`src/rtl/mem_pkg.sv`:
```
// rtl/mem_pkg.sv - memory opcodes, access decode and byte-lane select helpers
package mem_pkg;

  // Memory opcodes carried on ex_aluop; anything else is a non-memory op.
  localparam logic [7:0] OP_NOP = 8'h00;
  localparam logic [7:0] OP_LB  = 8'hE0;
  localparam logic [7:0] OP_LH  = 8'hE1;
  localparam logic [7:0] OP_LW  = 8'hE3;
  localparam logic [7:0] OP_LBU = 8'hE4;
  localparam logic [7:0] OP_LHU = 8'hE5;
  localparam logic [7:0] OP_SB  = 8'hE8;
  localparam logic [7:0] OP_SH  = 8'hE9;
  localparam logic [7:0] OP_SW  = 8'hEB;
  localparam logic [7:0] OP_LL  = 8'hF0;
  localparam logic [7:0] OP_SC  = 8'hF8;

  typedef enum logic [1:0] {
    SZ_NONE,
    SZ_BYTE,
    SZ_HALF,
    SZ_WORD
  } mem_size_e;

  typedef struct packed {
    logic      is_mem;
    logic      is_store;
    mem_size_e size;
  } mem_dec_t;

  // Classify an opcode by whether it touches memory, direction and width.
  function automatic mem_dec_t mem_decode(input logic [7:0] op);
    mem_dec_t d;
    d = '{is_mem: 1'b0, is_store: 1'b0, size: SZ_NONE};
    case (op)
      OP_LB, OP_LBU:        d = '{is_mem: 1'b1, is_store: 1'b0, size: SZ_BYTE};
      OP_LH, OP_LHU:        d = '{is_mem: 1'b1, is_store: 1'b0, size: SZ_HALF};
      OP_LW, OP_LL:         d = '{is_mem: 1'b1, is_store: 1'b0, size: SZ_WORD};
      OP_SB:                d = '{is_mem: 1'b1, is_store: 1'b1, size: SZ_BYTE};
      OP_SH:                d = '{is_mem: 1'b1, is_store: 1'b1, size: SZ_HALF};
      OP_SW, OP_SC:         d = '{is_mem: 1'b1, is_store: 1'b1, size: SZ_WORD};
      default:              d = '{is_mem: 1'b0, is_store: 1'b0, size: SZ_NONE};
    endcase
    return d;
  endfunction

  // Little-endian lane select: byte k -> bit k, half h -> lanes 2h and 2h+1.
  function automatic logic [3:0] sel_gen(input mem_size_e size, input logic [1:0] off);
    logic [3:0] s;
    case (size)
      SZ_BYTE: s = 4'b0001 << off;
      SZ_HALF: s = 4'b0011 << {off[1], 1'b0};
      SZ_WORD: s = 4'b1111;
      default: s = 4'b0000;
    endcase
    return s;
  endfunction

endpackage

```
`src/rtl/llbit_reg.sv`:
```
// rtl/llbit_reg.sv - LL/SC reservation bit and linked word address
module llbit_reg (
  input  logic        clk,
  input  logic        rst,
  input  logic        stall,
  input  logic        flush,
  input  logic        ll_set,
  input  logic        ll_clr,
  input  logic [29:0] addr_word,
  output logic        llbit,
  output logic [29:0] link_addr
);

  // Reservation bit: flush always kills it, then reset, then SC/store clear beats LL set.
  always_ff @(posedge clk) begin
    if (flush) begin
      llbit <= 1'b0;
    end else if (rst) begin
      llbit <= 1'b0;
    end else if (!stall) begin
      if (ll_clr) begin
        llbit <= 1'b0;
      end else if (ll_set) begin
        llbit <= 1'b1;
      end
    end
  end

  // Linked word address is captured only by an LL that actually takes effect.
  always_ff @(posedge clk) begin
    if (rst) begin
      link_addr <= '0;
    end else if (!stall && !flush && ll_set && !ll_clr) begin
      link_addr <= addr_word;
    end
  end

endmodule

```
`src/rtl/mem_access.sv`:
```
// rtl/mem_access.sv - MEM stage: RAM lane control, load extension, LL/SC, MEM/WB register
module mem_access
  import mem_pkg::*;
(
  input  logic        clk,
  input  logic        rst,
  input  logic        stall,
  input  logic        flush,
  input  logic [7:0]  ex_aluop,
  input  logic [4:0]  ex_wd,
  input  logic        ex_wreg,
  input  logic [31:0] ex_wdata,
  input  logic [31:0] ex_mem_addr,
  input  logic [31:0] ex_reg2,
  output logic        ram_ce,
  output logic        ram_we,
  output logic [3:0]  ram_sel,
  output logic [31:0] ram_addr,
  output logic [31:0] ram_data_o,
  input  logic [31:0] ram_data_i,
  output logic [4:0]  wb_wd,
  output logic        wb_wreg,
  output logic [31:0] wb_wdata,
  output logic        misalign_o,
  output logic        llbit_o
);

  mem_dec_t    dec;
  logic [1:0]  off;
  logic [29:0] addr_word;
  logic        misalign;
  logic        access;
  logic        is_ll;
  logic        is_sc;
  logic        llbit;
  logic [29:0] link_addr;
  logic        link_match;
  logic        sc_ok;
  logic [7:0]  load_byte;
  logic [15:0] load_half;
  logic [31:0] result;

  assign dec        = mem_decode(ex_aluop);
  assign off        = ex_mem_addr[1:0];
  assign addr_word  = ex_mem_addr[31:2];
  assign is_ll      = (ex_aluop == OP_LL);
  assign is_sc      = (ex_aluop == OP_SC);
  assign link_match = (addr_word == link_addr);
  assign sc_ok      = llbit & link_match;
  assign access     = dec.is_mem & ~misalign;
  assign misalign_o = misalign;
  assign llbit_o    = llbit;

  // Halfwords must be 2-byte aligned, words (incl. LL/SC) 4-byte aligned.
  always_comb begin
    misalign = 1'b0;
    case (dec.size)
      SZ_HALF: misalign = ex_mem_addr[0];
      SZ_WORD: misalign = |ex_mem_addr[1:0];
      default: misalign = 1'b0;
    endcase
  end

  // RAM request; everything reads zero when no aligned access is in flight.
  always_comb begin
    ram_ce     = access;
    ram_we     = access & dec.is_store & ~stall & ~flush & (~is_sc | sc_ok);
    ram_sel    = 4'b0000;
    ram_addr   = 32'h0;
    ram_data_o = 32'h0;
    if (access) begin
      ram_sel  = sel_gen(dec.size, off);
      ram_addr = {addr_word, 2'b00};
      if (dec.is_store) begin
        case (dec.size)
          SZ_BYTE: ram_data_o = {4{ex_reg2[7:0]}};
          SZ_HALF: ram_data_o = {2{ex_reg2[15:0]}};
          default: ram_data_o = ex_reg2;
        endcase
      end
    end
  end

  // Pick the addressed byte and halfword out of the read word.
  always_comb begin
    load_byte = ram_data_i[7:0];
    case (off)
      2'd0:    load_byte = ram_data_i[7:0];
      2'd1:    load_byte = ram_data_i[15:8];
      2'd2:    load_byte = ram_data_i[23:16];
      default: load_byte = ram_data_i[31:24];
    endcase
    load_half = off[1] ? ram_data_i[31:16] : ram_data_i[15:0];
  end

  // Write-back value: extended load data, SC success flag, or the ALU result.
  always_comb begin
    result = ex_wdata;
    case (ex_aluop)
      OP_LB:        result = {{24{load_byte[7]}}, load_byte};
      OP_LBU:       result = {24'h0, load_byte};
      OP_LH:        result = {{16{load_half[15]}}, load_half};
      OP_LHU:       result = {16'h0, load_half};
      OP_LW, OP_LL: result = ram_data_i;
      OP_SC:        result = {31'h0, sc_ok};
      default:      result = ex_wdata;
    endcase
  end

  // MEM/WB register: flush injects a bubble, stall holds, misaligned ops never write.
  always_ff @(posedge clk) begin
    if (rst) begin
      wb_wd    <= '0;
      wb_wreg  <= 1'b0;
      wb_wdata <= '0;
    end else if (flush) begin
      wb_wd    <= '0;
      wb_wreg  <= 1'b0;
      wb_wdata <= '0;
    end else if (!stall) begin
      wb_wd    <= ex_wd;
      wb_wreg  <= ex_wreg & ~misalign;
      wb_wdata <= result;
    end
  end

  // Any aligned SC, or a plain store hitting the linked word, breaks the reservation.
  llbit_reg u_llbit (
    .clk       (clk),
    .rst       (rst),
    .stall     (stall),
    .flush     (flush),
    .ll_set    (is_ll & ~misalign),
    .ll_clr    (~misalign & (is_sc | (dec.is_store & link_match))),
    .addr_word (addr_word),
    .llbit     (llbit),
    .link_addr (link_addr)
  );

endmodule

```
`config.mk`:
```
export PLATFORM = sky130hd
export DESIGN_NAME = mem_access
export DESIGN_NICKNAME = d
export VERILOG_FILES = /design/src/rtl/mem_pkg.sv /design/src/rtl/llbit_reg.sv /design/src/rtl/mem_access.sv
export SDC_FILE = /design/constraint.sdc
export NUM_CORES = 1
export LEC_CHECK = 0
export CAP_MARGIN = 20
export CORE_ASPECT_RATIO = 0.75
export CORE_MARGIN = 2
export CORE_UTILIZATION = 35
export CTS_CLUSTER_DIAMETER = 80
export CTS_CLUSTER_SIZE = 10
export DETAILED_ROUTE_END_ITERATION = 10
export PLACE_DENSITY = 0.74
export SYNTH_ARGS = -nofsm -noshare
export SYNTH_HDL_FRONTEND = slang
export SYNTH_SLANG_ARGS = --single-unit
```
`constraint.sdc`:
```
create_clock -name clk -period 4.3 [get_ports clk]
set_input_delay 0.86 -clock clk [delete_from_list [all_inputs] [get_ports clk]]
set_output_delay 0.86 -clock clk [all_outputs]
set_load 0.03 [all_outputs]
```
# Yosys cells after proc, flatten, opt, wreduce, memory -nomap -nowiden

Cells that the tools add are included.

Input bits: 146
Register bits after elaboration: 69

Bitwise gates (word level): 16
Equal/unequal tests: 16
Reduce and logical (&&, ||, !) cells: 15
Shifts and indexed selects: 2
Muxes and demuxes: 13

Operators with widths:

| cell                | number |
|---|---|
| $pmux 32 s6         | 1 |
| $mux 32             | 3 |
| $eq 8x8->1 const B  | 10 |
| $pmux 32 s2         | 1 |
| $eq 30x30->1        | 1 |
| $pmux 4 s6          | 1 |
| $pmux 8 s3          | 1 |
| $mux 16             | 1 |
| $pmux 4 s3          | 1 |
| $reduce_or 2->1     | 6 |
| $and 1x1->1         | 10 |
| $eq 2x2->1 const B  | 3 |
| $eq 2x1->1 const B  | 2 |
| $mux 4              | 1 |
| $not 1->1           | 4 |
| $shl 1x2->4 const A | 1 |
| $shl 2x2->4 const A | 1 |
| $logic_and 1x1->1   | 3 |
| $logic_not 1->1     | 3 |
| $logic_not 2->1     | 1 |
| $mux 1              | 2 |
| $or 1x1->1          | 2 |
| $pmux 1 s2          | 1 |
| $reduce_and 2->1    | 1 |
| $reduce_bool 2->1   | 1 |

# Depth between registers and ports, before layout

Depth in word-level cells: 11
Mapped depth: 13

# By module

From an unflattened synthesis, not the netlist that was laid out.

Cell total of the unflattened synthesis: 591
Area, all modules: 5026.1 µm²

By module, submodules not included:

| module     | times used | sequential area each (µm²) | area an instance (µm²) | cells each |
|---|---|---|---|---|
| mem_access | 1          | 760.7                      | 3624.7                 | 456 |
| llbit_reg  | 1          | 620.6                      | 1401.3                 | 135 |

# Least setup slack after synthesis

No wires, ideal clock.

Kind: in2out
Start point: in ex_aluop[6]
End point: out ram_we
Buffers on the path: 2
Required time: 3.440 ns
Cell stages on the path: 10
Slack: -0.493 ns
Arrival: 3.933 ns
Cell sequence: and3_1 buf_2 buf_1 o21a_1 inv_1 ha_1 nor2_1 o21a_1 o2111ai_2 a2111oi_0

Longest elaborated chain between the ends: 11
Elaborated cells on any way between the ends: 26
Those cells by class: eq/ne: 12; mux: 2; bitwise: 8; reduce/logical: 4

Ends and longest elaborated chain:

| item                                 | RTL line                        | RTL |
|---|---|---|
| from (decl)                          | mem_access.sv:9                 | `input logic [7:0] ex_aluop,` |
| $eq 8x8->1, on equally long branches | mem_pkg.sv:34, mem_access.sv:47 |  |
| $reduce_or 2->1                      | mem_pkg.sv:34                   | `case (op)` |
| $pmux 4 s6                           | mem_pkg.sv:34                   |  |
| $eq 2x2->1                           | mem_access.sv:57                | `case (dec.size)` |
| $pmux 1 s2                           | mem_access.sv:57                |  |
| $not 1->1                            | mem_access.sv:50                | `assign access = dec.is_mem & ~misalign;` |
| $and 1x1->1                          | mem_access.sv:50                |  |
| $and 1x1->1 (3 in series)            | mem_access.sv:67                | `ram_we = access & dec.is_store & ~stall & ~flush & (~is_sc \| sc_ok);` |
| $and 1x1->1 *                        | mem_access.sv:67                |  |
| to (decl)                            | mem_access.sv:16                | `output logic ram_we,` |

Mark *: on every way between the ends. The rest lies on a longest branch, timed or not.

# Worst setup path after layout

Start point: in ex_aluop[6]
End point: out ram_data_o[12]

Longest elaborated chain between the ends: 8
Elaborated cells on any way between the ends: 24
Those cells by class: eq/ne: 13; mux: 5; bitwise: 2; reduce/logical: 4

Ends and longest elaborated chain:

| item                                 | RTL line                           | RTL |
|---|---|---|
| $eq 8x8->1                           | mem_pkg.sv:34                      |  |
| $reduce_or 2->1                      | mem_pkg.sv:34                      |  |
| $pmux 4 s6 *                         | mem_pkg.sv:34                      |  |
| $eq 2x2->1, on equally long branches | mem_access.sv:57, mem_access.sv:75 |  |
| $pmux 1 s2                           | mem_access.sv:57                   |  |
| $not 1->1                            | mem_access.sv:50                   |  |
| $and 1x1->1                          | mem_access.sv:50                   |  |
| $mux 32 *                            | mem_access.sv:71                   | `if (access) begin` |
| to (decl)                            | mem_access.sv:19                   | `output logic [31:0] ram_data_o,` |

Marks and branches as above.

==> flow_summary.toml <==
[floorplanning]
rows = 35
ios = 256
start_util = 0.364
dieArea_um2 = 13900
die_y_um = 102
core_um2 = 12400
die_w_um = 135

[worst_setup_path]
r2r-start = "u_llbit.link_addr[12]"
worstSetupStartpointType = "primary input"
critical_path_class = "primary input to primary output"
slowest_delay_ps = 450
cp_common_cell = "o21a_1"
crit_chain = "clkdlybuf4s50_1, and3_2, o21a_1, inv_1, ha_1, nor2_2, o21a_1, o2111ai_4, clkbuf_16, a221oi_1, buf_4"
slowest_stage = "clkdlybuf4s50_1"
required_ps = 3440
arrival_ps = 3290
end_kind = "primary output"
crit_path_max_fanout = 6
crit_start = "ex_aluop[6]"

[finish]
fillers = 1030
nNetsFinal = 984
register_area_um2 = 1380
areaGrowthSynthToFinish_pct = 70.7
reg_top3 = "wb_wdata: 32 flops, u_llbit.link_addr: 30 flops, wb_wd: 5 flops"
layout-drive-gt1-share = 0.201
largest_reg_flops = 32
stdcell_area_um2 = 7730
top_register = "wb_wdata"
multiInputGateArea_um2 = 2860

[detailed_routing]
finalWirelength_um = 18900
drt_iter0_markers = 418
antenna_left = 0
drcViolationCount = 0
vias = 5479
wl_per_cell_um = 18.8
firstDrtPassIters = 5
vias_per_cell = 5.44

[power]
power_density_nw_per_um2 = 242
p_int_mw = 1.35
swShare = 0.279
power.leakage_nw = 3.14
netSwitchingPower_uw = 520
ir_drop_mv = 0.178
power_frac_clock = 0.416
pwr-share-comb = 0.229
pwr-share-seq = 0.355

[place]
dp_slack_ps = -57.1
placed_cell_area_um2 = 7250
gp_congestion = 0.941
dp_hpwl_um = 14400
portBuffers = 253

[global_routing]
gr-total-overflow = 0
grt_use_total = 0.260
grt_pass1_vias = 5159
grt_pass1_wl_um = 27700
grt_max_degree = 43
antenna_found_initial = 1

[min_path]
hp-start = "u_llbit.link_addr[20]"
hp-class = "register to register"

[sta]
rsz0062_at_grt = "false"
worst_slew_pin_slew_ps = 790
hold_violations = 0
drv_slew = 0
hold-worst-slack_ps = 467
setup_ws_ps = 146
setup_viol = 0
skew_ps = 4.11
fmax_mhz = 241
period_share = 0.966
max_slew_margin = 0.471
fin_crit_ps = 4150

[logic_synthesis]
synth_edf_count = 0
synth-seq-area-share = 0.305
ys_ff_latch = 69
synth_ff_type = "dfxtp_1"
syn_area_um2 = 4530
async_reset_ff_frac = 0
synthTopCellsByArea = "dfxtp_1, a21oi_1, nand2_1"
synth_top_area_cell = "dfxtp_1"
synth_cell_types = 50
yosysTopAreaCellShare = 0.305
synth_warnings = 0
netlist_instances = 577
syn_avg_cell_area_um2 = 7.84

[run]
cap_violations = 0

[clock_network]
cts_buffers = 9
clkSinkCount = 69
clk-insertion-delay-late_ps = 340
cts_tree = "built"
cts-root-buf = "clkbuf_16"
cts_buffer_depth = 2
path_clk_slew_ps = 60
htreeDepth = 3

[run_status]
status = "complete, no violations"
==> cells in the final DEF, fill, tap and decap left out, drive strengths merged, types with 3 or more instances in the layout <==
| cell type | count |
|---|---|
| clkdlybuf4s50 | 179 |
| buf | 110 |
| a21oi | 79 |
| nand2 | 77 |
| dfxtp | 69 |
| nor2 | 35 |
| o21ai | 34 |
| inv | 33 |
| a221oi | 32 |
| a22oi | 31 |
| and2 | 30 |
| xnor2 | 24 |
| nand4 | 15 |
| clkbuf | 12 |
| mux2i | 8 |
| mux4 | 8 |
| xor2 | 6 |
| and3 | 6 |
| nor3b | 5 |
| nor3 | 4 |
| ha | 4 |
| nand2b | 3 |
| nand3 | 3 |
| dlygate4sd2 | 3 |
| o21a | 3 |
==> cell type report <==
type / instances / area share
antenna: 2 / 0.000648
inverter: 31 / 0.0151
tap: 166 / 0.0269
clock buffer: 10 / 0.0309
timing repair buffer: 296 / 0.369
clock inverter: 6 / 0.00891
sequential: 69 / 0.179
multi-input combinational: 427 / 0.370
==> cell families after synthesis <==
logic type / count (synthesis) / share of synthesized area
compound gates: 189 / 0.275
simple gates: 186 / 0.209
buf+inv: 82 / 0.0818
flops: 69 / 0.305
xor+xnor: 30 / 0.0581
mux: 16 / 0.0583
fa+ha+maj: 4 / 0.0111
other cells: 1 / 0.000829
==> worst paths after layout <==
check / slack (ps) / depth (start not counted) / to
min reg2reg: 470 / 2 / u_llbit.link_addr[20]
max: 150 / 11 / ram_data_o[12]
min: 470 / 2 / u_llbit.link_addr[20]
max reg2reg: 2610 / 5 / u_llbit.llbit
==> worst max-delay path, delay by kind of cell <==
kind | cells | cell delay, ps
buffers and inverters | 4 | 990
AOI/OAI and AO/OA | 4 | 860
and+or+nand+nor | 2 | 370
adders and majority gates | 1 | 210
==> layer usage <==
layer  routed length, µm  GRT usage  up-vias
met3                1630     0.0660       42
met5                   0          0        -
li1                    -          -     2573
met4                 625     0.0986        0
met2                8930      0.439      287
met1                7730      0.324     2577
==> power by group through the flow <==
stage | Sequential, mW | Clock (mW) | Combinational [mW]
finish | 0.662 | 0.776 | 0.428
global route | 0.663 | 0.824 | 0.452
CTS | 0.662 | 0.791 | 0.418
detailed placement | 0.676 | 0 | 0.415
global placement | 0.675 | 0 | 0.409
floorplan | 0.704 | 0 | 0.149
==> Yosys cell counts (2+ instances only) <==
cell      count
a21oi_1      68
a21oi_2      10
a221oi_1     32
a22oi_1      31
and2_1       30
and3_1        6
buf_2        17
buf_4         4
buf_6         2
clkbuf_1     26
dfxtp_1      69
ha_1          4
inv_1        31
mux2i_1       8
mux4_2        7
nand2_1      77
nand2b_1      3
nand3_1       3
nand4_1      14
nor2_1       34
nor3_1        3
nor3b_1       5
nor4_1        2
nor4b_4       2
o21a_1        3
o21ai_0      32
o21ai_2       2
or2_2         2
xnor2_1      24
xor2_1        6
==> through the flow <==
stage                     utilization  cells  TNS (ps)  power (mW)
after CTS                       0.609   1001     -9.14        1.87
after global routing            0.621   1005         0        1.94
final                           0.621   1007         0        1.87
after global placement          0.583    985     -87.1        1.08
after detailed placement        0.583    985     -1260        1.09
after floorplan                     -    578         0       0.853
==> repair_timing <==
item | in CTS | in global routing
setup endpoints to repair | 56 | 60
cloned | 0 | 2
buffers inserted | 0 | 1
resized for setup | 5 | 13
hold buffers | 0 | 0
pin swaps | 1 | 3
(Power assumes the default switching activity.)
